<file path="src/rtl/hamming_pkg.sv">
`default_nettype none
// +--------------------------------------------------------------------------+
// | Module   : hamming_pkg                                                   |
// | Purpose  : Shared types, bit-position constants and the data-extraction  |
// |            helper for the extended Hamming(8,4) receive path.            |
// | Contents : estado_t           word classification                       |
// |            POS_W0..POS_W3     positions of the data bits in the word     |
// |            POS_P0             position of the overall parity bit         |
// |            extraer_dato()     pulls {w3,w2,w1,w0} out of a codeword      |
// | Revision : 1.0  initial release                                          |
// +--------------------------------------------------------------------------+
package hamming_pkg;

  typedef enum logic [1:0] {
    SIN_ERROR = 2'd0,
    CORREGIDO = 2'd1,
    DOBLE     = 2'd2
  } estado_t;

  localparam int POS_P0 = 0;
  localparam int POS_W0 = 3;
  localparam int POS_W1 = 5;
  localparam int POS_W2 = 6;
  localparam int POS_W3 = 7;

  function automatic logic [3:0] extraer_dato(input logic [7:0] palabra);
    return {palabra[POS_W3], palabra[POS_W2], palabra[POS_W1], palabra[POS_W0]};
  endfunction

endpackage
`default_nettype wire

</file>
<file path="src/rtl/contador_sat.sv">
`default_nettype none
// +--------------------------------------------------------------------------+
// | Module   : contador_sat                                                  |
// | Purpose  : Saturating up-counter with synchronous clear.                 |
// | Ports    : clk  in   clock, rising edge                                  |
// |            rst  in   synchronous active-high reset                       |
// |            clr  in   synchronous clear, dominates inc                    |
// |            inc  in   count one event                                     |
// |            q    out  W-bit count, sticks at all-ones                     |
// | Revision : 1.0  initial release                                          |
// +--------------------------------------------------------------------------+
module contador_sat #(
  parameter int W = 8
) (
  input  logic         clk,
  input  logic         rst,
  input  logic         clr,
  input  logic         inc,
  output logic [W-1:0] q
);

  logic [W-1:0] cnt_q;
  logic [W-1:0] cnt_d;

  always_comb begin
    cnt_d = cnt_q;
    if (clr) begin
      cnt_d = '0;
    end else if (inc && (cnt_q != {W{1'b1}})) begin
      cnt_d = cnt_q + W'(1);
    end
  end

  always_ff @(posedge clk) begin
    if (rst) begin
      cnt_q <= '0;
    end else begin
      cnt_q <= cnt_d;
    end
  end

  assign q = cnt_q;

endmodule
`default_nettype wire

</file>
<file path="src/rtl/corrector_hamming.sv">
`default_nettype none
// +--------------------------------------------------------------------------+
// | Module   : corrector_hamming                                             |
// | Purpose  : Correction / data-extraction stage of the extended            |
// |            Hamming(8,4) receiver. Flips the bit indicated by pos_error,  |
// |            classifies the word and extracts the data nibble through a    |
// |            2-stage valid/ready pipeline.                                 |
// | Ports    : clk, rst                 clock, synchronous active-high reset |
// |            in_valid/in_ready        input handshake                      |
// |            palabra_rx[7:0]          received codeword, [0] = p0          |
// |            pos_error[3:0]           [2:0] syndrome, [3] parity mismatch  |
// |            out_valid/out_ready      output handshake                     |
// |            palabra_corr[7:0]        corrected word                       |
// |            dato[3:0]                {w3,w2,w1,w0}                        |
// |            estado[1:0]              estado_t classification              |
// |            cnt_corregidos/cnt_dobles  saturating event counters          |
// |            clr_cont                 synchronous counter clear            |
// | Config   : CORRECTOR_CONTADORES_EN  builds the counters; otherwise the   |
// |            counter outputs are 0 and clr_cont is ignored.                |
// | Revision : 1.0  initial release                                          |
// +--------------------------------------------------------------------------+
module corrector_hamming
  import hamming_pkg::*;
#(
  parameter int CONT_W = 8
) (
  input  logic              clk,
  input  logic              rst,
  input  logic              in_valid,
  output logic              in_ready,
  input  logic [7:0]        palabra_rx,
  input  logic [3:0]        pos_error,
  output logic              out_valid,
  input  logic              out_ready,
  output logic [7:0]        palabra_corr,
  output logic [3:0]        dato,
  output logic [1:0]        estado,
  output logic [CONT_W-1:0] cnt_corregidos,
  output logic [CONT_W-1:0] cnt_dobles,
  input  logic              clr_cont
);

  // Stage 1: raw word, one-hot flip mask, class
  logic       v1_q,    v1_d;
  logic [7:0] pal1_q,  pal1_d;
  logic [7:0] mask1_q, mask1_d;
  estado_t    est1_q,  est1_d;

  // Stage 2: corrected word, nibble, class
  logic       v2_q,    v2_d;
  logic [7:0] corr2_q, corr2_d;
  logic [3:0] dato2_q, dato2_d;
  estado_t    est2_q,  est2_d;

  logic       en1;
  logic       en2;
  logic [7:0] mask_in;
  estado_t    est_in;
  logic [7:0] pal1_corr;

  assign en2      = !v2_q || out_ready;
  assign en1      = !v1_q || en2;
  assign in_ready = en1;

  // Classification. A parity mismatch means an odd number of flips, so a
  // single error: syndrome 0 points at p0, otherwise at the syndrome position.
  // A syndrome with matching overall parity is an even (double) error and is
  // left untouched.
  always_comb begin
    mask_in = '0;
    est_in  = SIN_ERROR;
    if (pos_error[3]) begin
      est_in = CORREGIDO;
      if (pos_error[2:0] == 3'd0) begin
        mask_in[POS_P0] = 1'b1;
      end else begin
        mask_in[pos_error[2:0]] = 1'b1;
      end
    end else if (pos_error[2:0] != 3'd0) begin
      est_in = DOBLE;
    end
  end

  assign pal1_corr = pal1_q ^ mask1_q;

  always_comb begin
    v1_d    = v1_q;
    pal1_d  = pal1_q;
    mask1_d = mask1_q;
    est1_d  = est1_q;
    if (en1) begin
      v1_d = in_valid;
      if (in_valid) begin
        pal1_d  = palabra_rx;
        mask1_d = mask_in;
        est1_d  = est_in;
      end
    end
  end

  // Stage 2 only loads on a real transfer, so the outputs stay frozen
  // while out_valid is held against a low out_ready.
  always_comb begin
    v2_d    = v2_q;
    corr2_d = corr2_q;
    dato2_d = dato2_q;
    est2_d  = est2_q;
    if (en2) begin
      v2_d = v1_q;
      if (v1_q) begin
        corr2_d = pal1_corr;
        dato2_d = extraer_dato(pal1_corr);
        est2_d  = est1_q;
      end
    end
  end

  always_ff @(posedge clk) begin
    if (rst) begin
      v1_q    <= 1'b0;
      pal1_q  <= '0;
      mask1_q <= '0;
      est1_q  <= SIN_ERROR;
      v2_q    <= 1'b0;
      corr2_q <= '0;
      dato2_q <= '0;
      est2_q  <= SIN_ERROR;
    end else begin
      v1_q    <= v1_d;
      pal1_q  <= pal1_d;
      mask1_q <= mask1_d;
      est1_q  <= est1_d;
      v2_q    <= v2_d;
      corr2_q <= corr2_d;
      dato2_q <= dato2_d;
      est2_q  <= est2_d;
    end
  end

  assign out_valid    = v2_q;
  assign palabra_corr = corr2_q;
  assign dato         = dato2_q;
  assign estado       = est2_q;

`ifdef CORRECTOR_CONTADORES_EN
  logic out_fire;
  logic inc_corr;
  logic inc_doble;

  assign out_fire  = v2_q && out_ready;
  assign inc_corr  = out_fire && (est2_q == CORREGIDO);
  assign inc_doble = out_fire && (est2_q == DOBLE);

  contador_sat #(.W(CONT_W)) u_cnt_corregidos (
    .clk (clk),
    .rst (rst),
    .clr (clr_cont),
    .inc (inc_corr),
    .q   (cnt_corregidos)
  );

  contador_sat #(.W(CONT_W)) u_cnt_dobles (
    .clk (clk),
    .rst (rst),
    .clr (clr_cont),
    .inc (inc_doble),
    .q   (cnt_dobles)
  );
`else
  logic unused_clr_cont;

  assign unused_clr_cont = clr_cont;
  assign cnt_corregidos  = '0;
  assign cnt_dobles      = '0;
`endif

endmodule
`default_nettype wire

</file>
<file path="config.mk">
export PLATFORM = sky130hd
export DESIGN_NAME = corrector_hamming
export DESIGN_NICKNAME = d
export VERILOG_FILES = /design/src/rtl/hamming_pkg.sv /design/src/rtl/contador_sat.sv /design/src/rtl/corrector_hamming.sv
export SDC_FILE = /design/constraint.sdc
export NUM_CORES = 1
export LEC_CHECK = 0
export BUFFER_PORTS_ARGS = -buffer_cell sky130_fd_sc_hd__buf_2
export CAP_MARGIN = 20
export CORE_ASPECT_RATIO = 1.2
export CORE_MARGIN = 1.5
export CORE_UTILIZATION = 44
export CTS_CLUSTER_SIZE = 28
export DETAILED_ROUTE_END_ITERATION = 7
export PLACE_DENSITY = 0.86
export SYNTH_ARGS = -nofsm -noshare
export SYNTH_HDL_FRONTEND = slang
export SYNTH_SLANG_ARGS = --single-unit
</file>
<file path="constraint.sdc">
create_clock -name clk -period 1.15 [get_ports clk]
set_input_delay 0.23 -clock clk [delete_from_list [all_inputs] [get_ports clk]]
set_output_delay 0.23 -clock clk [all_outputs]
set_load 0.03 [all_outputs]
</file>
==> results of run 1 <==
state kept, by name (all words and copies together) (netlist names):
name          flops
palabra_corr      8
pal1_q            8
mask1_q           8
v1_q              1
est1_q            2
estado            2
out_valid         1
repair_timing:
action,4_1_cts,5_1_grt
resized for setup,28,44
cloned,0,0
endpoints found under the setup margin,21,33
pin swaps,8,7
setup buffers,5,0
worst max path at each step:
stage	start	endpoint	cells past startpoint
floorplan	out_valid	est1_q[1]	4
global placement	out_ready	mask1_q[7]	5
detailed placement	out_ready	mask1_q[7]	5
CTS	out_valid	in_ready	3
global route	out_valid	in_ready	3
finish	out_valid	in_ready	3
metrics by stage:
stage / setup WS (ns) / hold slack [ns] / area, µm² / setup TNS (ns)
2_1_floorplan: -0.152 / 0.378 / 1450 / -1.03
3_3_place_gp: -0.148 / 0.463 / 1580 / -1.60
3_5_place_dp: -0.170 / 0.465 / 1580 / -1.74
4_1_cts: -0.212 / 0.133 / 1740 / -1.34
5_1_grt: -0.269 / 0.113 / 1870 / -2.96
6_report: -0.205 / 0.140 / 1870 / -1.68
kinds of logic after synthesis:
kind of cell	share of synthesized area, %
AOI/OAI and AO/OA	22.1
xor gates and xnor gates	5.08
buffers and inverters	15.9
DFF	43.6
other	0.272
and+or+nand+nor	13.1
layer usage:
| layer | vias to the layer above | track usage, % | wire length, µm |
|---|---|---|---|
| met2 | 47 | 29.4 | 1560 |
| met1 | 571 | 23.9 | 1280 |
| li1 | 624 | - | - |
| met4 | 0 | 9.38 | 95 |
| met5 | - | 0 | 0 |
| met3 | 10 | 7.01 | 187 |
cell type report:
class / instances / share of cell area [%]
inverters: 5 / 1.14
multi-input cells: 110 / 41.0
clock buffers: 8 / 2.61
repair buffers: 53 / 20.2
flip-flops and latches: 30 / 32.6
well taps: 36 / 2.41
tightest hold or removal path, cell delays in order:
cell and delay (ns):
buf_2 0.10, nand3_2 0.06, a21oi_2 0.05
cells in the final DEF, fill, tap and decap left out, types with 2 or more instances in the layout:
cell type	synthesis	layout
a211oi_1	8	6
a211oi_2	0	2
a21oi_1	26	16
a21oi_2	0	10
buf_2	1	20
buf_4	20	26
buf_6	1	6
clkbuf_1	9	3
clkbuf_4	0	5
conb_1	1	16
dfxtp_1	30	26
dfxtp_2	0	3
inv_1	5	4
nand2_1	4	4
nand2b_1	4	4
nand3_1	12	3
nand3_2	0	8
o21ai_0	16	9
o21ai_1	0	5
o32ai_2	0	3
or4_1	4	3
xnor2_1	8	8
power by group:
part	switching (mW)	total, mW	internal, mW
registers	0.0310	1.12	1.09
logic	0.292	0.456	0.164
clock network	0.340	0.583	0.243
==> flow_metrics.tcl, run 1 <==
set metrics [dict create \
    viasPerCell 5.17 \
    multiInputGateArea_um2 766 \
    ctsLongestPathBuffers 2 \
    antenna_found_initial 0 \
    reg2reg_slack_ns -0.19 \
    hold_path_end "pal1_q[5]" \
    fin_cells 242 \
    startpoint_type "flop" \
    cap_violations 0 \
    via_count 1252 \
    ant_nets 0 \
    grt_max_degree 19 \
    cts_root_buffer "clkbuf_4" \
    firstDrtPassIters 4 \
    synthTopCellsByArea "dfxtp_1 (44%), buf_4 (11%), a21oi_1 (9.4%), o21ai_0 (5.8%), xnor2_1 (5.1%)" \
    hold_viol_final 0 \
    timing.rr.start "out_valid" \
    yosys.area.top_type "dfxtp_1" \
    hpwl_um 1970 \
    syn2layout_area_growth_pct 35.4 \
    clkSlewWorstSetupHoldPaths_ns 0.09 \
    drv_slew 0 \
    seqCellArea_um2 608 \
    cts_tree "yes" \
    min_from "palabra_rx[5]" \
    critPathMaxStageDelay_ns 0.35 \
    setup_slack_ns -0.205 \
    finalCritPeriodShare_pct 118 \
    syn_inst 161 \
    numCtsBuffers 5 \
    cp_top_family "flip-flops" \
    clock_sinks 30 \
    skew_ns 0.00687 \
    overflow 0 \
    syn_area_um2 1380 \
    yosysMostFrequentCell "dfxtp_1" \
    ys.flop_type "dfxtp_1" \
    setup_violations 19 \
    cp_cell_sequence "and3b_2 -> inv_4 -> buf_6" \
    yosys_warnings 0 \
    num_antenna_cells 0 \
    critPathArrivalTime_ns 1.12 \
    grt_pass1_wl_um 4830 \
    hp-class "in -> reg" \
    rsz0062_at_grt "true" \
    async_flop_share_pct 0 \
    nets 222 \
    rows 22 \
    synth.avg_cell_area_um2 8.56 \
    cts_hold_buf 0 \
    fin_util_pct 61.7 \
    cp.required_ns 0.92 \
    worstHoldPathCells 3 \
    yosys.area.top_type_share_pct 43.6 \
    max_freq_mhz 738 \
    status "finished, violations left" \
    p_leak_nw 0.741 \
    drt-total-wl_um 3120 \
    drive_above_1_share_pct 44.7 \
    gp_congestion 0.838 \
    fp.coreArea_um2 3030 \
    seq_area_frac_synth_pct 43.6 \
    initial_core_util_pct 45.5 \
    dp.cells 231 \
    dieHeight_um 64.3 \
    synth_commonest_cells "dfxtp_1 (30), a21oi_1 (26), buf_4 (20)" \
    violations "negative setup slack" \
    die_area_um2 3480 \
    powerDensity_nw_per_um2 1160 \
    r2r_cells 4 \
    finalPower_mw 2.16 \
    worst_setup_path_end_kind "output pin" \
    numPortBuffers 31 \
    crit_buf_inv 2 \
    routedWlPerCell_um 12.9 \
    insertion_delay_ns 0.33 \
    ys_types 23 \
    crit_slowest_cell "dfxtp_4" \
    vdd_ir_drop_max_v 0.000651 \
    synth_seq_cells 30 \
    htreeDepth 2 \
    fin_crit_ns 1.35 \
    setup.worst_path.class "reg -> out" \
    track_usage_pct 19.4 \
    grt_pass1_vias 1093 \
    fillers 278 \
    dieWidth_um 54.1 \
    cp_max_fo 4 \
    drt_iter0_drc 17 \
    ios 49 \
    r2r-end "mask1_q[1]" \
    synth_edf_count 0 \
    drc 0 \
]
No activity file was read; power rests on OpenSTA's default activity.
==> run 2, diff against run 1 <==
ABC_AREA = 1   (was not set)
CORE_UTILIZATION = 40   (was 44)
PLACE_DENSITY = 0.79   (was 0.86)
SKIP_LAST_GASP = 1   (was not set)
==> flow_metrics.tcl, run 2 <==
set metrics [dict create \
    synthTopCellsByArea "dfxtp_1 (41%), buf_4 (11%), nand2_1 (8.0%), nor2_1 (7.8%), a21oi_2 (4.8%)" \
    ant_nets 0 \
    rsz0062_at_grt "true" \
    firstDrtPassIters 6 \
    die_area_um2 4000 \
    setup.worst_path.class "reg -> out" \
    vdd_ir_drop_max_v 0.000452 \
    yosys.area.top_type "dfxtp_1" \
    hpwl_um 1750 \
    clock_sinks 30 \
    powerDensity_nw_per_um2 1350 \
    synth_commonest_cells "nand2_1 (31), dfxtp_1 (30), nor2_1 (30)" \
    worst_setup_path_end_kind "output pin" \
    ys.flop_type "dfxtp_1" \
    synth.avg_cell_area_um2 7.97 \
    rows 23 \
    setup_violations 0 \
    final_cell_mix "nand2_1 (31), nor2_1 (30), buf_2 (30)" \
    cp_max_fo 3 \
    cap_violations 0 \
    antenna_found_initial 0 \
    final.setup.tns_ns 0 \
    cts_tree "yes" \
    grt_max_degree 20 \
    syn_area_um2 1450 \
    fillers 346 \
    drv_slew 0 \
    syn2layout_area_growth_pct 16.0 \
    routedWlPerCell_um 10.6 \
    ctsLongestPathBuffers 2 \
    skew_ns 0.00429 \
    dieWidth_um 58.0 \
    nets 235 \
    async_flop_share_pct 0 \
    seq_area_frac_synth_pct 41.4 \
    track_usage_pct 14.1 \
    numPortBuffers 31 \
    dieHeight_um 69.0 \
    status "finished clean" \
    synth_edf_count 0 \
    grt_pass1_vias 972 \
    critPathArrivalTime_ns 0.89 \
    ys_types 22 \
    gp_congestion 0.746 \
    drc 0 \
    initial_core_util_pct 42.7 \
    hold_viol_final 0 \
    numCtsBuffers 5 \
    final_common_cell "nand2_1" \
    hp-class "in -> reg" \
    ios 49 \
    cts_root_buffer "clkbuf_8" \
    yosysMostFrequentCell "nand2_1" \
    cts_hold_buf 0 \
    overflow 0 \
    viasPerCell 4.57 \
    clkSlewWorstSetupHoldPaths_ns 0.06 \
    yosys_warnings 0 \
    grt_pass1_wl_um 4140 \
    drive_above_1_share_pct 31.5 \
    holdWs_ns 0.209 \
    fin_crit_ns 1.12 \
    drt-total-wl_um 2720 \
    startpoint_type "flop" \
    fp.coreArea_um2 3400 \
    finalCritPeriodShare_pct 97.2 \
    num_antenna_cells 0 \
    syn_inst 182 \
    htreeDepth 2 \
    synth_seq_cells 30 \
    p_leak_nw 0.790 \
    max_freq_mhz 894 \
    via_count 1169 \
    insertion_delay_ns 0.28 \
    drt_iter0_drc 34 \
    yosys.area.top_type_share_pct 41.4 \
    cp.required_ns 0.92 \
]
-- run 2: layer usage --
| metal | GRT usage, % | part of all wire [%] |
|---|---|---|
| met1 | 15.5 | 43 |
| met2 | 23.2 | 49 |
| met5 | 0 | 0 |
| met3 | 3.73 | 5.0 |
| met4 | 11.3 | 3.2 |
-- run 2: cell type report --
class | count | area (µm²) | area share (%)
multi-input combinational | 134 | 681 | 40.4
timing repair buffer | 39 | 234 | 13.9
inverter | 8 | 37.5 | 2.23
clock buffer | 8 | 80.1 | 4.75
sequential | 30 | 606 | 36.0
tap | 37 | 46.3 | 2.75
-- run 2: path summary, 6_finish.rpt --
check                           cells after the start  slack [ns]              end             from
worst max-delay path                                2        0.03         in_ready             v1_q
worst min-delay path                                3        0.21        pal1_q[4]    palabra_rx[4]
worst max register to register                      6        0.09       mask1_q[4]             v1_q
worst min register to register                      2        0.46  palabra_corr[2]  palabra_corr[2]
-- run 2: where the power goes --
part / internal (mW) / total (mW) / switching [mW]
combinational: 0.110 / 0.368 / 0.258
sequential: 1.09 / 1.12 / 0.0316
clock: 0.429 / 0.786 / 0.358
total: 1.63 / 2.27 / 0.648
-- run 2: cells by family (layout without fill, tap and decap cells) --
group	count (synthesis)	in the layout	synth area share, %
and+or+nand+nor	80	81	25.1
buffers and inverters	34	55	16.4
DFF	30	30	41.4
AOI/OAI and AO/OA	29	29	12.1
xor gates and xnor gates	8	8	4.83
other	1	16	0.258
-- run 2: what timing repair did --
item	in CTS	in global routing
gates cloned	0	1
pin swaps	1	1
endpoints found under the setup margin	1	18
resized for setup	3	1
setup buffers	1	4
-- run 2: metrics by stage --
stage | utilization [%] | std cells | power, mW | worst slack (ns) | cell area (µm²)
after global placement | 45.1 | 242 | 1.48 | 0.0796 | 1530
final | 49.6 | 256 | 2.27 | 0.0317 | 1680
after floorplan | - | 197 | 1.46 | 0.0278 | 1510
after CTS | 48.3 | 251 | 2.27 | 0.0232 | 1640
after global routing | 49.6 | 256 | 2.38 | -0.000112 | 1680
after detailed placement | 45.1 | 242 | 1.49 | 0.0438 | 1530
-- run 2: critical path, cell delays in order (launching register included) --
cell and delay (ns):
dfxtp_2 0.35, nand3_4 0.11, buf_6 0.15
